$ cat src/rtl/demux_param_reg.sv
// demux_param_reg
//   Registered, parameterized demultiplexer. One DW-bit input stream is
//   steered by in_sel to one of N output channels. Each channel owns a
//   one-entry holding register with its own valid/ready handshake.
//
// Parameters
//   DW   : data width of one word
//   N    : number of output channels (N >= 2)
//   SELW : select width, derived from N (leave at default)
//
// Ports
//   clk        : system clock, everything on the rising edge
//   rst_n      : asynchronous active-low reset
//   in_valid   : input word valid
//   in_data    : input word
//   in_sel     : destination channel index
//   in_bcast   : (DEMUX_BCAST_EN builds only) deliver word to every channel
//   in_ready   : block accepts the input word this cycle
//   out_valid  : per-channel holding register full (this is also the
//                per-channel FSM state: 1 = FULL, 0 = EMPTY)
//   out_data   : packed channel data, channel k at [k*DW +: DW]
//   out_ready  : per-channel consumer ready
//   sel_err    : one-cycle pulse after an out-of-range select word is dropped
//   drop_cnt   : saturating count of dropped words
//
// Optional feature macro: DEMUX_BCAST_EN (adds in_bcast broadcast input).
//
// Handshake: a word moves across an interface on every rising edge where
//   valid and ready are both 1. Ready never depends on valid on the same
//   interface, and out_valid comes straight from flops, so no combinational
//   path exists from out_ready back to out_valid.

module demux_param_reg #(
  parameter int DW   = 8,
  parameter int N    = 4,
  parameter int SELW = $clog2(N)
) (
  input  logic              clk,
  input  logic              rst_n,
  input  logic              in_valid,
  input  logic [DW-1:0]     in_data,
  input  logic [SELW-1:0]   in_sel,
`ifdef DEMUX_BCAST_EN
  input  logic              in_bcast,
`endif
  output logic              in_ready,
  output logic [N-1:0]      out_valid,
  output logic [N*DW-1:0]   out_data,
  input  logic [N-1:0]      out_ready,
  output logic              sel_err,
  output logic [7:0]        drop_cnt
);

  typedef enum logic {
    EMPTY = 1'b0,
    FULL  = 1'b1
  } ch_state_t;

  ch_state_t   state [N];

  logic [N-1:0] hit;        // one-hot decode of in_sel (all zero if out of range)
  logic [N-1:0] slot_free;  // channel can take a word at the next edge
  logic [N-1:0] load;       // channel register captures in_data at the next edge
  logic         sel_ok;
  logic         bcast;
  logic         accept;
  logic         drop;

`ifdef DEMUX_BCAST_EN
  assign bcast = in_bcast;
`else
  assign bcast = 1'b0;
`endif

  always_comb begin
    for (int k = 0; k < N; k++) begin
      out_valid[k] = (state[k] == FULL);
    end
  end

  always_comb begin
    hit = '0;
    for (int k = 0; k < N; k++) begin
      hit[k] = (32'(in_sel) == 32'(k));
    end
    // An out-of-range select decodes to no channel at all; this only
    // happens when N is not a power of two.
    sel_ok    = |hit;
    // A full register is still free if its consumer drains it this cycle,
    // which lets a channel stream one word per clock.
    slot_free = ~out_valid | out_ready;

    if (bcast) begin
      in_ready = &slot_free;
    end else if (!sel_ok) begin
      in_ready = 1'b1;
    end else begin
      in_ready = |(hit & slot_free);
    end

    accept = in_valid & in_ready;
    drop   = accept & ~bcast & ~sel_ok;

    load = '0;
    if (accept) begin
      load = bcast ? '1 : hit;
    end
  end

  always_ff @(posedge clk or negedge rst_n) begin
    if (!rst_n) begin
      for (int k = 0; k < N; k++) begin
        state[k] <= EMPTY;
      end
      out_data <= '0;
      sel_err  <= 1'b0;
      drop_cnt <= 8'd0;
    end else begin
      for (int k = 0; k < N; k++) begin
        case (state[k])
          EMPTY: if (load[k]) state[k] <= FULL;
          // Drain with a simultaneous load keeps the channel FULL.
          FULL:  if (out_ready[k] && !load[k]) state[k] <= EMPTY;
        endcase
        // Data is not cleared on drain; it keeps its last value.
        if (load[k]) begin
          out_data[k*DW +: DW] <= in_data;
        end
      end
      sel_err <= drop;
      if (drop && (drop_cnt != 8'hFF)) begin
        drop_cnt <= drop_cnt + 8'd1;
      end
    end
  end

endmodule

$ cat config.mk
export PLATFORM = sky130hd
export DESIGN_NAME = demux_param_reg
export DESIGN_NICKNAME = d
export VERILOG_FILES = /design/src/rtl/demux_param_reg.sv
export SDC_FILE = /design/constraint.sdc
export NUM_CORES = 1
export LEC_CHECK = 0
export ABC_AREA = 1
export CAP_MARGIN = 20
export CORE_ASPECT_RATIO = 0.6
export CORE_MARGIN = 2
export CORE_UTILIZATION = 42
export CTS_CLUSTER_DIAMETER = 200
export DETAILED_ROUTE_END_ITERATION = 8
export PLACE_DENSITY = 0.8
export RECOVER_POWER = 100
export SYNTH_ARGS = -nofsm -noshare
export SYNTH_HDL_FRONTEND = slang
export SYNTH_SLANG_ARGS = --single-unit
$ cat constraint.sdc
create_clock -name clk -period 2 [get_ports clk]
set_input_delay 0.4 -clock clk [delete_from_list [all_inputs] [get_ports clk]]
set_output_delay 0.4 -clock clk [all_outputs]
set_load 0.01 [all_outputs]
==> flow_summary.yaml, run 1 <==
outcome:
  status: "completed"
timing:
  setup_violations: 0
  whs_ns: 0.333
  tightest_slew_ns: 1.22
  final.setup.tns_ns: 0
  final.period_utilization: 0.957
  fmax_mhz: 522
  period_needed_ns: 1.91
  hold_violations: 0
  finClkSkew_ns: 0.0101
  relSlewSlack: 0.185
  rsz0062_at_grt: "no"
  slew_viol_final: 0
floorplan:
  initial_utilization: 0.439
  dieArea_mm2: 0.00489
  row_count: 18
  die_x_um: 89.0
  io_pins: 63
  coreArea_mm2: 0.00414
  die_h_um: 55.0
setup_path:
  worstSetupPathType: "in -> out"
  cp_max_fo: 2
  startpoint_type: "input pin"
  arrival_ns: 1.51
  crit_path_max_incr_delay_ns: 0.46
  cp_top_family: "buffers and inverters"
  worstPathRequired_ns: 1.60
  path_buf_inv: 4
  end_kind: "primary output"
  cp_slowest_cell: "clkdlybuf4s50_1"
  cp_cell_sequence: "clkdlybuf4s50_1 -> inv_1 -> nand2_1 -> nand2_1 -> nand2_1 -> inv_2 -> nand2_4 -> dlygate4sd2_1"
  cpMostUsedCell: "nand2_1"
layout:
  layout-drive-gt1-share: 0.0992
  area_growth_pct: 42.9
  layout.nets: 269
  diodes: 0
  post-route-util: 0.627
route:
  drtPass1Iterations: 4
  drt_iter0_markers: 94
  wire_per_inst_um: 14.0
  ant_nets: 0
  vias_per_cell: 4.78
  drc_errors: 0
  wirelength_um: 4380
  vias: 1492
clock_tree:
  cts.clk_slew.worst_paths_ns: 0.08
  clk_latency_ns: 0.30
  cts_root_buf: "clkbuf_8"
  htree_levels: 2
  max-clock-path-buffers: 2
  post_cts_buffers: 0
  numCtsBuffers: 5
  cts_tree: "done"
  numClockSinks: 45
yosys:
  syn_inst: 189
  yosys_warnings: 0
  synth_nets: 206
  synth_top_cell_by_area: "dfrtp_1"
  synthTopCellsByArea: "dfrtp_1 (62%), nand2_1 (16%), nand4_1 (11%), clkbuf_1 (2.5%), nand3_2 (2.2%)"
  syn-cell-area_mm2: 0.00182
  ys_types: 13
  synth_top_area_frac: 0.619
  ys_seq_area_frac: 0.619
  synth.avg_cell_area_um2: 9.63
  ys_ff_latch: 45
grt:
  grtUsageTotal: 0.194
  grt_max_degree: 37
  grt_first_pass_wirelength_um: 6870
  grt_overflow_total: 0
  grt_pass1_vias: 1389
  antenna_found_initial: 0
placed_design:
  gp_congestion: 0.820
  numPortBuffers: 62
  hpwlAfterDp_um: 3180
power:
  p_leak_nw: 1.37
  power_density_mw_per_mm2: 914
  p_total_w: 0.00238
  ir_worst_vdd_mv: 0.592
job:
  maxCapViolCount: 0
worst_hold_path:
  hold_path_class: "in -> async"
==> state kept, by name, indices dropped and copies added, names as in the netlist <==
name,count
sel_err,1
drop_cnt,8
out_valid,4
out_data,32
==> power by group <==
group | total (W) | switching, W | internal (W)
combinational | 0.000594 | 0.000302 | 0.000292
sequential | 0.00113 | 0.0000740 | 0.00105
clock | 0.000657 | 0.000294 | 0.000363
==> layer usage <==
| layer | up-vias | routed length, um | GRT usage |
|---|---|---|---|
| met5 | - | 0 | 0 |
| met4 | 0 | 47 | 0.0522 |
| met3 | 6 | 469 | 0.0668 |
| met2 | 67 | 1840 | 0.270 |
| met1 | 678 | 2020 | 0.289 |
| li1 | 741 | - | - |
==> cell usage after synthesis <==
cell / number
nand2_1: 79
dfrtp_1: 45
nand4_1: 32
clkbuf_1: 12
inv_1: 6
nand3_2: 4
buf_6: 3
inv_2: 2
nor2_4: 2
clkinv_1: 1
conb_1: 1
nand2_4: 1
nor2_2: 1
==> cell usage in the layout (no fill, tap or decap) <==
master	netlist	final
dlygate4sd2_1	0	3
dfrtp_1	45	45
clkbuf_8	0	5
clkdlybuf4s50_1	0	13
clkinv_1	1	1
buf_4	0	6
nand4_1	32	32
conb_1	1	1
nor2_2	1	1
clkinv_2	0	1
bufinv_16	0	1
nor2_4	2	2
nand3_2	4	3
clkbuf_1	12	1
inv_2	2	2
dlygate4sd3_1	0	45
inv_1	6	6
clkbuf_2	0	2
nand2_1	79	79
nand3_1	0	1
buf_12	0	1
nand2_4	1	1
==> cell type report <==
cell class | count | area, um^2
fill | 353 | 1540
sequential | 45 | 1130
timing repair buffer | 71 | 686
multi-input combinational | 120 | 576
tap | 60 | 75.1
clock buffer | 5 | 68.8
clock inverter | 2 | 35.0
inverter | 9 | 33.8
==> final timing paths <==
path / from / to / slack, ns / depth (start not counted)
setup reg to reg: out_valid[0] / out_data[23] / 0.37 / 9
setup / recovery: out_ready[0] / in_ready / 0.09 / 8
hold reg to reg: drop_cnt[1] / drop_cnt[1] / 0.37 / 0
min in group clk: drop_cnt[1] / drop_cnt[1] / 0.37 / 0
max in group asynchronous: rst_n / out_data[29] / 0.46 / 2
hold / removal: rst_n / drop_cnt[1] / 0.33 / 1
==> metrics by stage <==
step                setup slack, ns  std cells  area, um^2
finish                       0.0858        312        2600
global route                0.00441        312        2600
CTS                          0.0752        312        2610
detailed placement           -0.354        305        2510
global placement             -0.307        305        2510
floorplan                     0.476        189        1820
==> what timing repair did <==
action                     in CTS  in global routing
hold buffers                    0                  0
resized for setup               3                  0
setup endpoints to repair       1                  0
==> worst reg2reg max path: stages (launching register included) <==
cell,delay (ns)
dfrtp_1,0.38
nand2_1,0.11
nand2_1,0.08
nand2_1,0.08
inv_2,0.04
nand2_4,0.07
buf_4,0.25
nand3_1,0.31
nand2_1,0.15
nand2_1,0.05
==> logic make-up (layout without fill, tap and decap cells) <==
family,count (synthesis),in the layout,synth area share
flip-flops,45,45,0.619
buffers and inverters,24,87,0.0619
other,1,1,0.00206
AND/OR/NAND/NOR,119,119,0.317
(Power assumes the default switching activity.)
==> inputs of run 2 (changes only) <==
--- a/config.mk
+++ b/config.mk
@@ -10,7 +10,6 @@
 export CORE_ASPECT_RATIO = 0.6
 export CORE_MARGIN = 2
 export CORE_UTILIZATION = 42
-export CTS_CLUSTER_DIAMETER = 200
 export DETAILED_ROUTE_END_ITERATION = 8
 export PLACE_DENSITY = 0.8
 export RECOVER_POWER = 100
==> results of run 2 <==
Final layout, timing and power as in run 1 (identical DEF).
